$ cat config.mk
export PLATFORM = sky130hd
export DESIGN_NAME = minmax_track
export DESIGN_NICKNAME = d
export VERILOG_FILES = /design/src/rtl/minmax_track.sv
export SDC_FILE = /design/constraint.sdc
export NUM_CORES = 1
export LEC_CHECK = 0
export CORE_ASPECT_RATIO = 2
export CORE_UTILIZATION = 45
export CTS_CLUSTER_SIZE = 12
export DETAILED_ROUTE_END_ITERATION = 6
export HOLD_SLACK_MARGIN = 0.12
export PLACE_DENSITY = 0.85
export SYNTH_ARGS = -nofsm -noshare
export SYNTH_HDL_FRONTEND = slang
export SYNTH_SLANG_ARGS = --single-unit
$ cat constraint.sdc
create_clock -name clk -period 3.25 [get_ports clk]
set_input_delay 0.4875 -clock clk [delete_from_list [all_inputs] [get_ports clk]]
set_output_delay 0.4875 -clock clk [all_outputs]
set_load 0.005 [all_outputs]
$ cat src/rtl/minmax_track.sv
// Windowed running min/max tracker.
// Collects WIN samples per window, tracks the running extremes, and publishes
// the completed window's extremes one cycle after the last sample is accepted.
module minmax_track #(
    parameter int WIN = 8
) (
    input  logic        clk,
    input  logic        rst,
    input  logic        sign,
    input  logic        clear,
    input  logic        in_valid,
    input  logic [15:0] din,
    output logic        in_ready,
    output logic [15:0] cur_min,
    output logic [15:0] cur_max,
    output logic [7:0]  count,
    output logic        new_min,
    output logic        new_max,
    output logic [15:0] win_min,
    output logic [15:0] win_max,
    output logic        win_sign,
    output logic        done
);

    typedef enum logic [1:0] {
        EMPTY  = 2'd0,
        ACTIVE = 2'd1,
        DONE   = 2'd2
    } state_t;

    // Count value at which the next accepted sample closes the window.
    localparam logic [7:0] LAST_COUNT = 8'(WIN - 1);

    state_t state_reg;
    logic   mode_reg;     // compare mode latched at the first sample of a window
    logic   accept;
    logic   below_min;
    logic   above_max;

    // Ready whenever a window can take a sample; clear and reset both block intake.
    always_comb begin
        in_ready = (state_reg != DONE) && !clear && !rst;
        accept   = in_valid && in_ready;
    end

    // Strict comparisons against the running extremes, using only the latched mode.
    always_comb begin
        below_min = 1'b0;
        above_max = 1'b0;
        if (mode_reg) begin
            below_min = $signed(din) < $signed(cur_min);
            above_max = $signed(din) > $signed(cur_max);
        end else begin
            below_min = din < cur_min;
            above_max = din > cur_max;
        end
    end

    // Window FSM with registered extremes, pulses and published results.
    always_ff @(posedge clk) begin
        if (rst) begin
            state_reg <= EMPTY;
            mode_reg  <= 1'b0;
            count     <= 8'd0;
            cur_min   <= 16'h0000;
            cur_max   <= 16'h0000;
            win_min   <= 16'h0000;
            win_max   <= 16'h0000;
            win_sign  <= 1'b0;
            new_min   <= 1'b0;
            new_max   <= 1'b0;
            done      <= 1'b0;
        end else begin
            new_min <= 1'b0;
            new_max <= 1'b0;
            done    <= 1'b0;
            if (clear) begin
                // Abort: partial window dropped, published results untouched.
                state_reg <= EMPTY;
                count     <= 8'd0;
            end else begin
                case (state_reg)
                    EMPTY: begin
                        if (accept) begin
                            cur_min   <= din;
                            cur_max   <= din;
                            mode_reg  <= sign;
                            count     <= 8'd1;
                            new_min   <= 1'b1;
                            new_max   <= 1'b1;
                            state_reg <= ACTIVE;
                        end
                    end
                    ACTIVE: begin
                        if (accept) begin
                            if (below_min) begin
                                cur_min <= din;
                                new_min <= 1'b1;
                            end
                            if (above_max) begin
                                cur_max <= din;
                                new_max <= 1'b1;
                            end
                            count <= count + 8'd1;
                            if (count == LAST_COUNT) begin
                                state_reg <= DONE;
                            end
                        end
                    end
                    DONE: begin
                        // Publish the closed window; running extremes are kept.
                        win_min   <= cur_min;
                        win_max   <= cur_max;
                        win_sign  <= mode_reg;
                        done      <= 1'b1;
                        count     <= 8'd0;
                        state_reg <= EMPTY;
                    end
                    default: begin
                        state_reg <= EMPTY;
                        count     <= 8'd0;
                    end
                endcase
            end
        end
    end

endmodule

==> results of run 1 <==
## worst register-to-register path: stages (launching register included)
cell and delay [ns]:
dfxtp_1 0.36, inv_1 0.07, ha_1 0.30, a21oi_1 0.20
o21ai_0 0.12, a22oi_1 0.25, o21ai_0 0.16, nor2_1 0.95
o31ai_1 0.13
## cell type report
cell class              count  area (µm²)
fillers                   677        2885
multi-input cells         305        1941
flip-flops and latches     79        1582
repair buffers            111        1071
clock buffers              13       260.3
inverters                  33       123.9
well taps                  96       120.1
clock inverters             3       17.52
## power by group through the flow
stage / Combinational, mW / Sequential, mW / Clock, mW
3_3_place_gp: 0.315 / 1.06 / 0
2_1_floorplan: 0.172 / 1.05 / 0
3_5_place_dp: 0.328 / 1.06 / 0
5_1_grt: 0.365 / 1.04 / 0.985
4_1_cts: 0.330 / 1.04 / 0.944
6_report: 0.332 / 1.04 / 0.933
## cells by family (layout without fill, tap and decap cells)
kind of cell             Yosys count  count (layout)  synth area share, %
AND/OR/NAND/NOR                  147             147                17.69
AO/OA/AOI/OAI                    118             118                21.24
flip-flops                        79              79                42.02
buffers and inverters             59             160                6.483
adder cells (fa/ha/maj)           32              32                10.64
XOR/XNOR                           6               6                1.396
multiplexers                       2               2               0.5319
## how the worst max path moves through the flow
| stage | slack (ns) | to | cells after the start | from |
|---|---|---|---|---|
| after CTS | 0.32 | cur_min[5] | 8 | din[11] |
| after floorplan | 0.72 | cur_max[2] | 10 | din[15] |
| after global placement | 0.14 | cur_max[15] | 9 | din[11] |
| after global routing | 0.03 | cur_min[3] | 8 | din[11] |
| after detailed placement | 0.002 | cur_min[11] | 8 | din[11] |
| final | 0.23 | cur_min[5] | 8 | din[11] |
## synth_stat cells, drive strengths merged
master | n | area share [%]
a21oi | 51 | 6.8
a22oi | 1 | 0.20
a311oi | 1 | 0.40
nor2 | 17 | 1.7
nand3 | 22 | 2.9
nand4 | 4 | 0.83
xnor2 | 1 | 0.23
nand2 | 80 | 8.0
nand4b | 1 | 0.23
o31a | 1 | 0.23
dfxtp | 79 | 42
nor3 | 2 | 0.27
or3 | 2 | 0.33
and3 | 3 | 0.50
and2b | 1 | 0.20
o21a | 2 | 0.40
a31oi | 1 | 0.17
inv | 33 | 3.3
nor4b | 1 | 0.23
xor2 | 5 | 1.2
or4 | 1 | 0.20
nand2b | 6 | 1.0
ha | 32 | 11
a211oi | 1 | 0.20
o21ai | 10 | 1.3
buf | 3 | 0.90
and4 | 1 | 0.30
o31ai | 46 | 10
a41oi | 1 | 0.23
o211ai | 1 | 0.20
mux2i | 2 | 0.53
nor4 | 2 | 0.33
nor2b | 4 | 0.66
a2111o | 1 | 0.30
o41ai | 1 | 0.43
clkbuf | 23 | 2.3
## through the flow
stage	setup WS, ns	cell area [µm²]
2_1_floorplan	0.7221	3764
3_3_place_gp	0.1406	4837
3_5_place_dp	0.002268	4837
4_1_cts	0.3152	5115
5_1_grt	0.03364	5115
6_report	0.2291	5115
## per-layer routing
| metal | share of wire, % | up-vias | global-route usage, % |
|---|---|---|---|
| li1 | - | 1746 | - |
| met1 | 35 | 1709 | 27.33 |
| met2 | 54 | 160 | 45.51 |
| met3 | 5.8 | 34 | 5.729 |
| met4 | 4.5 | 0 | 14.89 |
| met5 | 0 | - | 0 |
==> metrics.csv, run 1 <==
stage,metric,value,unit
placed_design,HPWL Detailed,7979,µm
finish,post-layout util,63.93,%
die,Total Die Area,8755,µm²
clock_network,CTS Buffer Depth,2,
setup_path,Crit. End Element,flop,
finish,Nets,592,
setup_path,worst path required time,3.43,ns
sta,Worst Tran Pin Value,1.221,ns
finish,most frequent cells in the layout,"96 x clkdlybuf4s50_1, 80 x nand2_1, 79 x dfxtp_1, 51 x a21oi_1, 37 x o31ai_1",
clock_network,Num Clock Sinks,79,
die,Starting Density,47.04,%
setup_path,Worst setup SP type,primary input,
detailed_routing,first-pass iteration count of the detailed router,5,
setup_path,CP Buf/Inv Count,1,
power_and_ir_drop,leakage power,1.878,nW
power_and_ir_drop,Max VDD drop,0.0003873,V
run_status,status,"complete, no violations",
hold_path,min-delay src,win_max[6],
hold_path,WHS Path Cells,2,
finish,share of layout cells above drive strength 1,7.904,%
synthesis,Cell variety after synth,39,
sta,Final Setup Violations,0,
finish,"most common cell after layout, fill and taps aside",clkdlybuf4s50_1,
power_and_ir_drop,internal power,1.721,mW
sta,Sum Neg Setup Slack,0,ns
power_and_ir_drop,Tot Pwr,2.304,mW
detailed_routing,DR WL/cell,16.78,µm
synthesis,Mapped Area,3764,µm²
detailed_routing,Final ANT Viol Nets,0,
sta,Final Max Slew Viols,0,
synthesis,yosys warns,0,
run,MaxCap Viol Count,0,
synthesis,total nets after synthesis,496,
synthesis,syn_area_per_cell,8.496,µm²
setup_path,R2R depth,8,
power_and_ir_drop,pwr dens,450.4,nW/µm²
die,core box area,8000,µm²
setup_path,worst reg2reg endpoint,cur_min[5],
synthesis,#FFs+latches synth,79,
setup_path,critical path cell sequence,clkdlybuf4s50_1 -> ha_1 -> a21oi_1 -> o21ai_0 -> a22oi_1 -> o21ai_0 -> nor2_1 -> o31ai_1,
placed_design,gpl congestion,0.9151,
setup_path,CP max stage delay,0.95,ns
grt,number of antenna violations at the first check in global routing,0,
clock_network,Setup Buffers After CTS,0,
power_and_ir_drop,P_sw,0.5828,mW
clock_network,CTS clock-pin slew for the worst setup and hold paths,0.06,ns
clock_network,TritonCTS Buffers,9,
grt,first-pass GRT wire length,17310,µm
die,Rows,46,
clock_network,clk_lat worst skew,0.34,ns
grt,pin count of the biggest net entering global routing,51,
finish,area delta synth->final,35.90,%
detailed_routing,DR vias,3649,
placed_design,Port Buffers,97,
setup_path,CP Max Fanout,16,
die,IO Pins,98,
sta,Final min period,3.021,ns
setup_path,Critical Path Most Common Cell,o21ai_0,
clock_network,hold_buf cts,0,
die,die height,131.3,µm
grt,number of global-route vias before repair,3591,
setup_path,critical path's slowest cell,nor2_1,
grt,global route overflow,0,
hold_path,Hold Path Class,reg2reg,
sta,count of final hold-check violations,0,
sta,Final period util,92.95,%
sta,Slew HR,18.27,%
clock_network,CTS tree,done,
setup_path,worst r2r src,cur_min[11],
power_and_ir_drop,Seq pwr share,45.1,%
grt,GRT Total Usage,26.09,%
setup_path,"CP delay by family, top",simple AND/OR/NAND/NOR gates,
sta,Worst Skew,0.005023,ns
sta,RSZ-0062 raised after global routing,no,
die,die width,66.67,µm
placed_design,placed cell count,624,
synthesis,Gate Count Post-Synth,443,
hold_path,WHS Endpoint,win_max[6],
finish,"Cell Count, Final, Fillers Out",640,
clock_network,CTS resizes,0,
power_and_ir_drop,Sw Ratio,25.30,%
setup_path,worst path arrival time,3.20,ns
setup_path,FF-to-FF setup slack,0.55,ns
sta,fmax,331.0,MHz
power_and_ir_drop,Logic pwr share,14.4,%
detailed_routing,DRT iter0 DRCs,191,
sta,hold slack,0.4520,ns
clock_network,Clock Tree Root,clkbuf_16,
detailed_routing,Avg Vias per Cell,5.702,
detailed_routing,drt total wl,10740,µm
synthesis,sequential fraction of the synthesis area,42.02,%
detailed_routing,drt drc,0,
setup_path,critical path class,in2reg,
finish,antenna diode count,0,
clock_network,Max H-tree Level,3,
power_and_ir_drop,Clock power frac,40.5,%
No activity file was read; power rests on OpenSTA's default activity.
==> inputs of run 2 (changes only) <==
Settings changed: CELL_PAD_IN_SITES_DETAIL_PLACEMENT set to 1, CELL_PAD_IN_SITES_GLOBAL_PLACEMENT set to 2, CORE_UTILIZATION 45 to 36, DONT_BUFFER_PORTS set to 1, GPL_TIMING_DRIVEN set to 0, PLACE_DENSITY 0.85 to 0.88.
==> metrics.csv, run 2 (synthesis gave the netlist of run 1 again) <==
stage,metric,value,unit
die,core box area,10150,µm²
die,Starting Density,37.08,%
clock_network,TritonCTS Buffers,9,
clock_network,CTS resizes,0,
power_and_ir_drop,Sw Ratio,24.91,%
sta,count of final hold-check violations,0,
finish,Layout fillers,1252,
finish,"Cell Count, Final, Fillers Out",594,
die,Rows,52,
clock_network,CTS tree,done,
setup_path,critical path class,reg2reg,
power_and_ir_drop,Max VDD drop,0.0002535,V
detailed_routing,drt drc,0,
setup_path,Worst setup SP type,flop,
grt,global route overflow,0,
power_and_ir_drop,Clock power frac,45.1,%
setup_path,worst r2r src,cur_max[15],
clock_network,Setup Buffers After CTS,0,
placed_design,Port Buffers,0,
sta,Slew HR,53.82,%
setup_path,R2R depth,8,
hold_path,Hold Path Class,in2reg,
die,IO Pins,98,
power_and_ir_drop,internal power,1.725,mW
sta,Worst Tran Pin Value,0.6927,ns
sta,Final Setup Violations,0,
finish,area delta synth->final,12.70,%
setup_path,CP Max Fanout,10,
die,die width,74.30,µm
detailed_routing,Final ANT Viol Nets,0,
power_and_ir_drop,leakage power,1.527,nW
finish,share of layout cells above drive strength 1,6.972,%
placed_design,gpl congestion,0.8439,
placed_design,HPWL Detailed,8793,µm
grt,number of global-route vias before repair,3524,
detailed_routing,drt total wl,11240,µm
detailed_routing,DRT iter0 DRCs,113,
grt,pin count of the biggest net entering global routing,14,
clock_network,Clock Tree Root,clkbuf_16,
clock_network,clk_lat worst skew,0.34,ns
sta,fmax,358.9,MHz
sta,Sum Neg Setup Slack,0,ns
sta,RSZ-0062 raised after global routing,no,
clock_network,CTS Buffer Depth,2,
power_and_ir_drop,Logic pwr share,9.6,%
grt,GRT Total Usage,22.04,%
power_and_ir_drop,P_sw,0.5723,mW
hold_path,min-delay src,din[13],
detailed_routing,Avg Vias per Cell,5.438,
power_and_ir_drop,Seq pwr share,45.2,%
hold_path,WHS Path Cells,2,
finish,most frequent cells in the layout,"80 x nand2_1, 79 x dfxtp_1, 51 x a21oi_1, 37 x o31ai_1, 33 x inv_1",
power_and_ir_drop,pwr dens,541.7,nW/µm²
setup_path,worst reg2reg endpoint,cur_max[4],
clock_network,CTS clock-pin slew for the worst setup and hold paths,0.06,ns
finish,"most common cell after layout, fill and taps aside",nand2_1,
grt,first-pass GRT wire length,17800,µm
run_status,status,"complete, no violations",
setup_path,Crit. End Element,flop,
detailed_routing,first-pass iteration count of the detailed router,4,
sta,Worst Skew,0.005447,ns
finish,antenna diode count,0,
grt,number of antenna violations at the first check in global routing,0,
detailed_routing,DR vias,3230,
sta,Final Max Slew Viols,0,
clock_network,hold_buf cts,0,
finish,Nets,507,
setup_path,worst path arrival time,3.03,ns
setup_path,FF-to-FF setup slack,0.46,ns
setup_path,worst path required time,3.50,ns
die,Total Die Area,10890,µm²
die,die height,146.6,µm
placed_design,placed cell count,578,
detailed_routing,DR WL/cell,18.92,µm
sta,Final min period,2.786,ns
sta,Final period util,85.73,%
clock_network,Num Clock Sinks,79,
hold_path,WHS Endpoint,cur_max[13],
clock_network,Max H-tree Level,3,
run,MaxCap Viol Count,0,
[run 2: changes by cell type in the layout (fill, tap and decap cells not counted), sizes merged]
cell,delta
buf,-12
clkdlybuf4s50,-96
clkbuf,+21
clkinv,+1
bufinv,+1
[run 2: area by class of cell]
| type | count | area (µm²) | share of cell area, % |
|---|---|---|---|
| clock buffer | 11 | 252.7 | 5.959 |
| clock inverter | 5 | 56.30 | 1.327 |
| inverter | 33 | 123.9 | 2.920 |
| tap | 135 | 168.9 | 3.982 |
| sequential | 79 | 1582 | 37.29 |
| buffer | 26 | 120.1 | 2.832 |
| multi-input combinational | 305 | 1938 | 45.69 |
[run 2: per-layer routing]
layer	routed length (µm)	share of wire, %	vias up	track usage, %
met5	0	0	-	0
li1	-	-	1571	-
met3	800	7.1	33	7.591
met1	3854	34	1531	20.51
met2	5949	53	95	39.18
met4	632	5.6	0	13.68
[run 2: how the worst max path moves through the flow]
stage	start	endpoint	cells past startpoint
final	cur_max[15]	cur_max[4]	8
after global routing	cur_max[14]	cur_max[4]	8
after CTS	cur_max[14]	cur_max[10]	8
after detailed placement	din[15]	cur_max[4]	10
after global placement	din[15]	cur_max[2]	7
after floorplan	din[15]	cur_max[2]	10
[run 2: critical path, stage by stage, from the launching register on]
cell,delay [ns]
dfxtp_1,0.40
inv_1,0.08
ha_1,0.34
nand4_2,0.15
a2111o_1,0.46
a311oi_2,0.55
clkbuf_1,0.46
o31ai_1,0.18
o31ai_2,0.09
[run 2: through the flow]
stage	instance area [µm²]	hold slack [ns]	setup WS [ns]	total power, mW	utilization, %
after floorplan	3764	0.4527	0.7221	1.220	-
after global placement	3933	0.4606	0.4947	1.275	38.75
after detailed placement	3933	0.4694	0.4814	1.285	38.75
after CTS	4242	0.2723	0.4713	2.333	41.79
after global routing	4242	0.2808	0.2019	2.405	41.79
final	4242	0.2834	0.4637	2.297	41.79
[run 2: power groups by stage]
| stage | clock network (mW) | registers [mW] | logic, mW |
|---|---|---|---|
| floorplan | 0 | 1.05 | 0.172 |
| global placement | 0 | 1.06 | 0.214 |
| detailed placement | 0 | 1.06 | 0.222 |
| CTS | 1.07 | 1.04 | 0.225 |
| global route | 1.10 | 1.04 | 0.255 |
| finish | 1.04 | 1.04 | 0.221 |
==> inputs of run 3 (changes only) <==
Settings changed: CORE_UTILIZATION 36 to 28, DONT_BUFFER_PORTS 1 to unset, PLACE_DENSITY 0.88 to 0.89.
Clock period 3.25 ns to 2.7 ns, I/O delays scaled along.
==> metrics.csv, run 3 (synthesis gave the netlist of run 1 again) <==
stage,metric,value,unit
setup_path,R2R depth,12,
detailed_routing,DR WL/cell,18.26,µm
grt,number of global-route vias before repair,3834,
power_and_ir_drop,Sw Ratio,25.54,%
power_and_ir_drop,Seq pwr share,41.3,%
sta,count of final hold-check violations,0,
hold_path,Hold Path Class,in2reg,
power_and_ir_drop,internal power,2.246,mW
sta,Final period util,99.75,%
power_and_ir_drop,Max VDD drop,0.0002888,V
clock_network,CTS Buffer Depth,2,
clock_network,Max H-tree Level,3,
sta,Worst Tran Pin Value,0.7564,ns
clock_network,TritonCTS Buffers,9,
sta,RSZ-0062 raised after global routing,yes,
finish,Nets,615,
sta,Final Max Slew Viols,0,
detailed_routing,DR vias,3665,
detailed_routing,wire length on met1,4715,µm
finish,multi-input logic area,2112,µm²
grt,pin count of the biggest net entering global routing,13,
finish,area delta synth->final,45.45,%
clock_network,hold_buf cts,0,
setup_path,critical path class,in2reg,
detailed_routing,Final ANT Viol Nets,0,
run_status,failing checks,design-rule violations,
finish,share of layout cells above drive strength 1,15.02,%
placed_design,HPWL Detailed,9840,µm
clock_network,Clock Tree Root,clkbuf_16,
finish,most frequent cells in the layout,"80 x nand2_1, 80 x clkdlybuf4s50_1, 67 x dfxtp_1, 51 x a21oi_1, 34 x o31ai_1",
placed_design,gpl congestion,0.8494,
die,core box area,13070,µm²
grt,GRT Total Usage,18.57,%
finish,antenna diode count,0,
grt,number of antenna violations at the first check in global routing,0,
grt,first-pass GRT wire length,20000,µm
finish,Layout fillers,1501,
finish,post-route cell area,5474,µm²
placed_design,Port Buffers,96,
setup_path,worst path arrival time,2.93,ns
power_and_ir_drop,Tot Pwr,3.017,mW
sta,hold slack,0.4088,ns
sta,fmax,371.3,MHz
run,MaxCap Viol Count,0,
power_and_ir_drop,Clock power frac,43.0,%
detailed_routing,first-pass iteration count of the detailed router,6,
clock_network,Num Clock Sinks,79,
die,die height,166.0,µm
die,die width,83.98,µm
detailed_routing,drt drc,16,
detailed_routing,DRT iter0 DRCs,154,
grt,global route overflow,0,
power_and_ir_drop,leakage power,1.969,nW
detailed_routing,drt total wl,13110,µm
hold_path,WHS Path Cells,3,
clock_network,CTS clock-pin slew for the worst setup and hold paths,0.06,ns
die,IO Pins,98,
power_and_ir_drop,P_sw,0.7706,mW
run_status,status,"finished, violations left",
die,Total Die Area,13940,µm²
detailed_routing,Avg Vias per Cell,5.104,
die,Rows,59,
finish,register area,1602,µm²
setup_path,Worst setup SP type,primary input,
detailed_routing,metal2 WL,7465,µm
clock_network,clk_lat worst skew,0.34,ns
detailed_routing,max layer used,met4,
die,Starting Density,28.80,%
sta,Worst Skew,0.006885,ns
setup_path,CP Max Fanout,10,
power_and_ir_drop,pwr dens,551.1,nW/µm²
detailed_routing,met3 wire len,378,µm
power_and_ir_drop,Logic pwr share,15.7,%
sta,Final min period,2.693,ns
finish,post-layout util,41.89,%
clock_network,CTS tree,done,
setup_path,worst path required time,2.94,ns
sta,Final Setup Violations,0,
setup_path,Crit. End Element,flop,
placed_design,Post-DP Area,4915,µm²
sta,Slew HR,49.57,%
## run 3: changes by cell type in the layout (fill, tap and decap cells not counted), sizes merged
| cell | delta |
|---|---|
| buf | +12 |
| clkbuf | +10 |
| clkdlybuf4s50 | +80 |
| clkinv | -3 |
| dlygate4sd2 | +8 |
## run 3: per-layer routing
metal | up-vias | GRT usage [%]
met5 | - | 0
met4 | 0 | 9.670
met3 | 23 | 2.833
met2 | 84 | 36.32
met1 | 1775 | 18.20
li1 | 1783 | -
## run 3: power by group through the flow
stage	clock network, mW	logic, mW	registers [mW]
2_1_floorplan	0	0.207	1.26
3_3_place_gp	0	0.389	1.27
3_5_place_dp	0	0.407	1.27
4_1_cts	1.31	0.418	1.25
5_1_grt	1.36	0.516	1.25
6_report	1.30	0.473	1.25
## run 3: metrics by stage
| stage | setup TNS, ns | std cells | setup slack, ns |
|---|---|---|---|
| after floorplan | 0 | 443 | 0.2546 |
| after global placement | -13.12 | 691 | -0.5693 |
| after detailed placement | -16.25 | 691 | -0.6880 |
| after CTS | 0 | 709 | 0.004454 |
| after global routing | -0.4325 | 718 | -0.09000 |
| final | 0 | 718 | 0.006863 |
## run 3: critical path, cell delays in order
cell and delay (ns):
dlygate4sd2_1 0.34, inv_1 0.09, ha_1 0.21, nor2b_1 0.12, o211ai_1 0.11, a2111o_1 0.48, and4_4 0.20, buf_6 0.13
or3_1 0.32, buf_6 0.15, buf_8 0.15, o31ai_2 0.21
## run 3: path summary, 6_finish.rpt
check        slack [ns]           to   startpoint
max               0.007   cur_max[3]       din[0]
min reg2reg        0.46  win_max[13]  win_max[13]
min                0.41   cur_max[4]       din[4]
max reg2reg        0.03   cur_max[3]  cur_max[11]
## run 3: cell type report
cell class | count | share of cell area (%)
buffer | 26 | 2.331
clock inverter | 2 | 0.6857
timing repair buffer | 108 | 18.29
sequential | 79 | 29.26
multi-input combinational | 305 | 38.58
tap | 152 | 3.474
inverter | 33 | 2.263
clock buffer | 13 | 5.120
## run 3: what timing repair did
item | 4_1_cts | 5_1_grt
resized for setup | 23 | 50
pin swaps | 5 | 7
endpoints found under the setup margin | 28 | 17
buffers inserted | 3 | 9
